[src/rtl/muacm_arb_pkg.sv]
// Shared types and defaults for the muacm IN-pipe arbiter.
// Optional one-cycle flush state is enabled with MUACM_ARB_FLUSH_EN.
package muacm_arb_pkg;

  localparam int unsigned ARB_MAX_BURST = 64;
  localparam int unsigned ARB_IDLE_TO   = 255;

`ifdef MUACM_ARB_FLUSH_EN
  typedef enum logic [1:0] {
    ST_IDLE  = 2'd0,
    ST_GRANT = 2'd1,
    ST_FLUSH = 2'd2
  } arb_state_e;
`else
  typedef enum logic [1:0] {
    ST_IDLE  = 2'd0,
    ST_GRANT = 2'd1
  } arb_state_e;
`endif

  // Round-robin successor of idx among n requesters.
  function automatic int unsigned rr_next(input int unsigned idx, input int unsigned n);
    return (idx + 1 >= n) ? 0 : idx + 1;
  endfunction

endpackage

[src/rtl/muacm_rr_pick.sv]
// Combinational round-robin picker: first set request at or after start, one-hot.
module muacm_rr_pick #(
  parameter int unsigned NUM_REQ = 2,
  parameter int unsigned IDX_W   = 1
) (
  input  logic [NUM_REQ-1:0] req,
  input  logic [IDX_W-1:0]   start,
  output logic [NUM_REQ-1:0] pick,
  output logic [IDX_W-1:0]   pick_idx,
  output logic               any
);

  int unsigned cand;

  always_comb begin
    pick     = '0;
    pick_idx = '0;
    any      = 1'b0;
    cand     = 0;
    for (int unsigned k = 0; k < NUM_REQ; k++) begin
      cand = (32'(start) + k) % NUM_REQ;
      for (int unsigned j = 0; j < NUM_REQ; j++) begin
        if (!any && j == cand && req[j]) begin
          any      = 1'b1;
          pick[j]  = 1'b1;
          pick_idx = IDX_W'(j);
        end
      end
    end
  end

endmodule

[src/rtl/muacm_in_arb.sv]
// Round-robin arbiter sharing the muacm USB IN pipe between NUM_REQ byte streams.
// Define MUACM_ARB_FLUSH_EN to add a one-cycle flush request after each packet.
module muacm_in_arb
  import muacm_arb_pkg::*;
#(
  parameter int unsigned NUM_REQ   = 2,
  parameter int unsigned MAX_BURST = ARB_MAX_BURST,
  parameter int unsigned IDLE_TO   = ARB_IDLE_TO
) (
  input  logic                 clk_usb,
  input  logic                 rst_usb,
  input  logic [8*NUM_REQ-1:0] req_data,
  input  logic [NUM_REQ-1:0]   req_last,
  input  logic [NUM_REQ-1:0]   req_valid,
  output logic [NUM_REQ-1:0]   req_ready,
  output logic [7:0]           out_data,
  output logic                 out_last,
  output logic                 out_valid,
  input  logic                 out_ready,
  output logic                 out_flush_now,
  output logic [NUM_REQ-1:0]   grant,
  output logic                 busy
);

  localparam int unsigned IDX_W  = (NUM_REQ > 1) ? $clog2(NUM_REQ) : 1;
  localparam int unsigned BEAT_W = $clog2(MAX_BURST + 1);
  localparam int unsigned IDLE_W = $clog2(IDLE_TO + 1);

  arb_state_e         state_q;
  logic [NUM_REQ-1:0] grant_q;
  logic [IDX_W-1:0]   owner_q;
  logic [IDX_W-1:0]   rr_ptr_q;
  logic [BEAT_W-1:0]  beat_q;
  logic [IDLE_W-1:0]  idle_q;
  logic               busy_q;
  logic               flush_q;

  logic [NUM_REQ-1:0] pick_onehot;
  logic [IDX_W-1:0]   pick_idx;
  logic               pick_any;

  logic               in_grant;
  logic               own_valid;
  logic               own_last;
  logic               burst_end;
  logic               beat;
  logic               rel_last;
  logic               rel_timeout;

  muacm_rr_pick #(
    .NUM_REQ (NUM_REQ),
    .IDX_W   (IDX_W)
  ) u_rr_pick (
    .req      (req_valid),
    .start    (rr_ptr_q),
    .pick     (pick_onehot),
    .pick_idx (pick_idx),
    .any      (pick_any)
  );

  // Owner-side mux: the IN stream passes through combinationally while granted.
  always_comb begin
    in_grant  = (state_q == ST_GRANT);
    own_valid = 1'b0;
    own_last  = 1'b0;
    out_data  = '0;
    req_ready = '0;
    for (int unsigned i = 0; i < NUM_REQ; i++) begin
      if (in_grant && owner_q == IDX_W'(i)) begin
        own_valid    = req_valid[i];
        own_last     = req_last[i];
        out_data     = req_data[8*i +: 8];
        req_ready[i] = out_ready;
      end
    end
    burst_end   = (beat_q == BEAT_W'(MAX_BURST - 1));
    out_valid   = own_valid;
    out_last    = in_grant && (own_last || burst_end);
    beat        = out_valid && out_ready;
    rel_last    = beat && out_last;
    rel_timeout = in_grant && !own_valid && (idle_q == IDLE_W'(IDLE_TO - 1));
  end

  assign grant         = grant_q;
  assign busy          = busy_q;
  assign out_flush_now = flush_q;

  always_ff @(posedge clk_usb or posedge rst_usb) begin
    if (rst_usb) begin
      state_q  <= ST_IDLE;
      grant_q  <= '0;
      owner_q  <= '0;
      rr_ptr_q <= '0;
      beat_q   <= '0;
      idle_q   <= '0;
      busy_q   <= 1'b0;
      flush_q  <= 1'b0;
    end else begin
      flush_q <= 1'b0;
      case (state_q)
        ST_IDLE: begin
          if (pick_any) begin
            state_q <= ST_GRANT;
            busy_q  <= 1'b1;
            grant_q <= pick_onehot;
            owner_q <= pick_idx;
            beat_q  <= '0;
            idle_q  <= '0;
          end
        end
        ST_GRANT: begin
          if (beat) beat_q <= beat_q + BEAT_W'(1);
          idle_q <= own_valid ? '0 : idle_q + IDLE_W'(1);
          if (rel_last || rel_timeout) begin
            grant_q  <= '0;
            rr_ptr_q <= IDX_W'(rr_next(32'(owner_q), NUM_REQ));
            beat_q   <= '0;
            idle_q   <= '0;
`ifdef MUACM_ARB_FLUSH_EN
            if (rel_last) begin
              state_q <= ST_FLUSH;
              flush_q <= 1'b1;
            end else begin
              state_q <= ST_IDLE;
              busy_q  <= 1'b0;
            end
`else
            state_q <= ST_IDLE;
            busy_q  <= 1'b0;
`endif
          end
        end
`ifdef MUACM_ARB_FLUSH_EN
        ST_FLUSH: begin
          state_q <= ST_IDLE;
          busy_q  <= 1'b0;
        end
`endif
        default: begin
          state_q <= ST_IDLE;
          busy_q  <= 1'b0;
          grant_q <= '0;
        end
      endcase
    end
  end

endmodule

[config.mk]
export PLATFORM = sky130hd
export DESIGN_NAME = muacm_in_arb
export DESIGN_NICKNAME = d
export VERILOG_FILES = /design/src/rtl/muacm_arb_pkg.sv /design/src/rtl/muacm_rr_pick.sv /design/src/rtl/muacm_in_arb.sv
export SDC_FILE = /design/constraint.sdc
export NUM_CORES = 1
export LEC_CHECK = 0
export CAP_MARGIN = 5
export CELL_PAD_IN_SITES_DETAIL_PLACEMENT = 1
export CELL_PAD_IN_SITES_GLOBAL_PLACEMENT = 2
export CORE_ASPECT_RATIO = 1.4
export CORE_MARGIN = 2
export CORE_UTILIZATION = 30
export DETAILED_ROUTE_END_ITERATION = 10
export PLACE_DENSITY_LB_ADDON = 0.1
export SLEW_MARGIN = 20
export SYNTH_ARGS = -nofsm -noshare
export SYNTH_HDL_FRONTEND = slang
export SYNTH_SLANG_ARGS = --single-unit
[constraint.sdc]
create_clock -name clk_usb -period 2.7 [get_ports clk_usb]
set_input_delay 0.54 -clock clk_usb [delete_from_list [all_inputs] [get_ports clk_usb]]
set_output_delay 0.54 -clock clk_usb [all_outputs]
set_load 0.01 [all_outputs]
; Word-level counts from Yosys, hierarchy flattened
; Index checks and enable logic that the tools add are counted.
[classes]
add_sub_neg = 4
n_lt_le_gt_ge = 1
eq_ne = 6
n_mux = 34
bitwise = 1
reduce_logical = 29
[ops]
columns = cell, count
row1 = 32-bit logical NOT, 2
row2 = 8-bit 2-to-1 mux, 5
row3 = 7-bit 2-to-1 mux, 3
row4 = 1-bit 2-to-1 mux, 18
row5 = 8-bit one-hot mux with 2 select lines, 1
row6 = 1-bit logical AND, 14
row7 = 7-bit one-hot mux with 2 select lines, 1
row8 = 8-bit by 1-bit adder with 8-bit output (second input constant), 1
row9 = 8-bit == test (second input constant), 1
row10 = 2-bit one-hot mux with 2 select lines, 2
row11 = 2-bit AND reduction, 4
row12 = 7-bit by 1-bit adder with 7-bit output (second input constant), 1
row13 = 7-bit by 6-bit == test with 1-bit output (second input constant), 1
row14 = 2-bit 2-to-1 mux, 3
row15 = 1-bit logical NOT, 4
row16 = 3-bit by 1-bit inequality test with 1-bit output (second input constant), 1
row17 = 3-bit AND reduction, 1
row18 = 1-bit by 1-bit adder with 2-bit output (second input constant), 1
row19 = 2-bit by 1-bit == test with 1-bit output (second input constant), 1
row20 = 2-bit greater-or-equal comparator (second input constant), 1
row21 = 2-bit logical NOT, 1
row22 = 1-bit logical OR, 2
row23 = 2-bit by 1-bit inequality test with 1-bit output (second input constant), 1
row24 = 2-bit inequality test (second input constant), 1
row25 = 4 further kinds, 4
[totals]
ff_bits = 22
input_bits = 23
out_inout_bits = 16
elab_cells = 82

; Depth between registers and ports, before layout
; Gate-level depths: netlist (run 1).
[depth]
depth_word = 17
mapped_depth = 7
depth_no_buf = 6

; By module
; A second synthesis (run 1) with hierarchy kept.
[hier_totals]
cells_unflattened = 150
area_unflattened_um2 = 1325.0
[modules_own_cells]
columns = module, instances, cells_each, area_per_inst_um2, seq_area_each_um2
row1 = muacm_in_arb, 1, 145, 1292.5, 500.5
row2 = muacm_rr_pick, 1, 5, 32.5, 0.0

; Least setup slack after synthesis (run 1)
; Ideal clock, no wire load.
[synth_path]
path_type = flip-flop to output port
from = reg beat_q[0]
to = out out_last
arrival_time_ps = 1221
t_required_ps = 2160
path_slack_ps = 939
stages_incl_launch_ff = 5
path_buffers = 0
cell_sequence = dfrtp_1 -> ha_1 -> nand4_1 -> o32a_1 -> nor2_1
[synth_between]
elab_chain_len = 3
[synth_lines]
columns = element, line
row1 = start: declaration, muacm_in_arb.sv:33  ; logic [BEAT_W-1:0] beat_q;
row2 = start signal: assignment, muacm_in_arb.sv:112  ; if (beat) beat_q <= beat_q + BEAT_W'(1);
row3 = 7-bit by 6-bit == test with 1-bit output, muacm_in_arb.sv:76  ; burst_end = (beat_q == BEAT_W'(MAX_BURST - 1));
row4 = 1-bit logical OR, muacm_in_arb.sv:78  ; out_last = in_grant && (own_last || burst_end);
row5 = 1-bit logical AND, muacm_in_arb.sv:78
row6 = end: declaration, muacm_in_arb.sv:17  ; output logic out_last,
; Every way passes these cells.

; Worst setup path after layout (run 1)
[layout_path]
from = in req_valid[1]
to = out out_valid
[layout_between]
elab_chain_len = 1
[layout_lines]
columns = element, line
row1 = start: declaration, muacm_in_arb.sv:14  ; input logic [NUM_REQ-1:0] req_valid,
row2 = 1-bit 2-to-1 mux, muacm_in_arb.sv:69  ; if (in_grant && owner_q == IDX_W'(i)) begin
row3 = end: declaration, muacm_in_arb.sv:18  ; output logic out_valid,
; Every way passes these cells.

==> out/qor.yml, run 1 <==
holdPathStages: 2
synthMuxAreaShare_pct: 9.89
io_pins: 39
insertion_delay_ps: 270
fin_crit_sh_pct: 94.7
power_mw: 1.61
tritoncts: "done"
cts.clk_slew.worst_paths_ps: 80
ys_types: 40
worst_hold_slack_ps: 520
crit_chain: "clkdlybuf4s50_1 -> mux2i_4 -> nor2_1 -> clkdlybuf4s50_1"
synth_xor_area_share_pct: 0
rows: 28
ys_seq_area_share_pct: 37.3
start_util_pct: 31.4
antenna_cells: 0
vias: 1244
crit_buf_inv: 2
critPathMaxStageDelay_ps: 600
worstReg2RegEnd: "beat_q[5]"
power.density_mw_per_mm2: 875
num-nets-final: 214
hold_viol_final: 0
first_iter_violations: 23
cts_made_buffers: 3
hold_buffers: 0
synth_area_mm2: 0.00134
crit_slowest_cell: "clkdlybuf4s50_1"
stdcell_area_mm2: 0.00184
wl_mm: 3.88
hold-path-endpoint: "beat_q[6]"
grt_max_degree: 21
tightestPinTransition_ps: 791
cts_setup_buffers: 0
synth_nets: 175
final_cell_count_no_fill: 247
synth_compound_area_share_pct: 20.0
worstRegToRegCells: 4
startpoint_type: "input pin"
antenna_found_initial: 0
portBuffers: 37
track_usage_pct: 17.1
clockPowerShare_pct: 18.9
drc_errors: 0
crit_type: "in2out"
coreArea_mm2: 0.00427
seqPwrFrac_pct: 31.0
place_ws_ps: 123
dieArea_mm2: 0.00503
fmax_mhz: 391
skew_ps: 8.30
yosys_warnings: 0
wire_per_inst_um: 15.7
clock_sinks: 20
crit_family: "buffers and inverters"
synth_top_family_by_area: "simple AND/OR/NAND/NOR gates"
final_cell_mix: "clkdlybuf4s50_1, dfrtp_1, nor2_1, nand3_1, mux2i_1"
nFillCells: 519
cp_max_fo: 7
grt_pass1_vias: 1341
fin_crit_ps: 2560
regArea_um2: 500
drive_above_1_share_pct: 9.63
power.share.combinational_pct: 50.1
overflow: 0
cts-root-buf: "clkbuf_8"
r2r_start: "owner_q"
die_y_um: 83.1
via_per_inst: 5.04
final_common_cell: "clkdlybuf4s50_1"
tns_ps: 0
dr.pass1.iters: 3
crit_top_cell: "clkdlybuf4s50_1"
fin_util_pct: 43.1
multiInputGateArea_um2: 756
cts_resized: 0
worst-path-stages: 4
rsz0062_at_grt: "false"
setup_violations: 0
peakVddDrop_v: 0.000331
r2r_slack_ps: 780
setup_slack_ps: 143
min_from: "beat_q[6]"
die_w_um: 60.5
gp_congestion: 0.725
syn2layout_area_growth_pct: 37.2
synth.avg_cell_area_um2: 9.00
yosys_register_bits: 20
grt_first_pass_wirelength_mm: 6.53
relSlewSlack_pct: 47.2
dpl_cell_area_mm2: 0.00177
netlist_instances: 149
yosys.area_share.simple_pct: 23.4
p_sw_uw: 608
cp.arrival_ps: 2020
setup.worst_path.end_class: "output port"
postRouteAntennaNets: 0
synth_adder_area_share_pct: 2.80
switching_share_pct: 37.8
cap_viol_max_count: 0
status: "complete, no violations"
cp.required_ps: 2160
dp.cells: 243
hp-class: "reg2reg"
drv_slew: 0
cts.path.max_buffers: 2
post-dp-hpwl_mm: 3.09
power.internal_mw: 1.00
p_leak_nw: 0.849
cts.htree.levels: 1
==> how the worst max path moves through the flow <==
stage,start,end,slack (ps)
after global placement,req_valid[1],out_valid,200
after floorplan,beat_q[0],out_last,940
after global routing,beat_q[0],out_last,20
after CTS,req_valid[1],out_valid,120
after detailed placement,req_valid[1],out_valid,120
final,req_valid[1],out_valid,140
==> Yosys cell counts <==
master / instances / area share (%)
nand2_1: 10 / 2.8
ha_1: 3 / 2.8
o211ai_4: 1 / 1.6
nor3_1: 2 / 0.75
buf_2: 2 / 0.75
buf_4: 2 / 1.1
nand2_2: 1 / 0.47
nand2b_1: 2 / 0.93
mux2i_1: 11 / 8.2
nand4_1: 1 / 0.47
buf_6: 2 / 1.7
a31oi_1: 1 / 0.47
o221ai_1: 1 / 0.65
clkbuf_1: 1 / 0.28
and4_1: 1 / 0.65
nand4_2: 1 / 0.93
or3_4: 1 / 0.84
a211oi_2: 1 / 0.93
a211oi_1: 1 / 0.56
nand3_1: 12 / 4.5
a21bo_2: 1 / 0.75
mux2i_4: 1 / 1.7
conb_1: 1 / 0.28
a21oi_1: 7 / 2.6
nor3b_1: 5 / 2.8
a21o_1: 5 / 2.8
inv_1: 8 / 2.2
a2bb2oi_4: 1 / 2.0
o21ai_0: 10 / 3.7
nor4_1: 1 / 0.47
or2_2: 1 / 0.47
o21ai_1: 2 / 0.75
o32a_1: 1 / 0.75
dfrtp_1: 20 / 37
o211ai_1: 2 / 1.1
buf_1: 1 / 0.28
and3_1: 5 / 2.3
o22a_1: 1 / 0.65
nor2_1: 18 / 5.0
o311ai_1: 1 / 0.65
==> worst register-to-register path, delay by kind of cell, from the launching register on <==
family             cells  cell delay, ps
DFF                    1             530
AOI/OAI and AO/OA      2             460
muxes                  1             420
and+or+nand+nor        1             390
==> kinds of logic (layout without fill, tap and decap cells) <==
group                    after synthesis  after routing
buffers and inverters                 16             54
AO/OA/AOI/OAI                         36             36
AND/OR/NAND/NOR                       61             61
adder cells (fa/ha/maj)                3              3
flip-flops                            20             20
other                                  1              1
multiplexers                          12             12
==> sequential cells by signal, summed over array words and instances, names as in the netlist <==
name	count
idle_q	8
beat_q	7
grant	2
busy	1
owner_q	1
rr_ptr_q	1
==> routing by layer <==
layer	vias up	part of all wire (%)	global-route usage (%)
li1	605	-	-
met3	5	2.1	2.34
met2	15	58	32.0
met1	619	39	19.1
met4	0	1.2	4.74
met5	-	0	0
==> cell type report <==
| cell class | instances | area share, % |
|---|---|---|
| Timing Repair Buffer | 42 | 22.2 |
| Inverter | 8 | 1.63 |
| Clock buffer | 3 | 2.24 |
| Tap cell | 60 | 4.08 |
| Clock inverter | 1 | 1.63 |
| Multi-Input combinational cell | 113 | 41.1 |
| Sequential cell | 20 | 27.2 |
==> power by group through the flow <==
stage / Clock, mW / Sequential [mW] / Combinational [mW]
finish: 0.305 / 0.499 / 0.807
global route: 0.326 / 0.517 / 0.905
CTS: 0.315 / 0.501 / 0.823
detailed placement: 0 / 0.508 / 0.819
global placement: 0 / 0.498 / 0.789
floorplan: 0 / 0.461 / 0.513
(Power assumes the default switching activity.)
==> run 2: changes to the inputs <==
SLEW_MARGIN = default   (was 20)
==> results of run 2 <==
No change in the layout: final DEF, timing and power equal those of run 1.
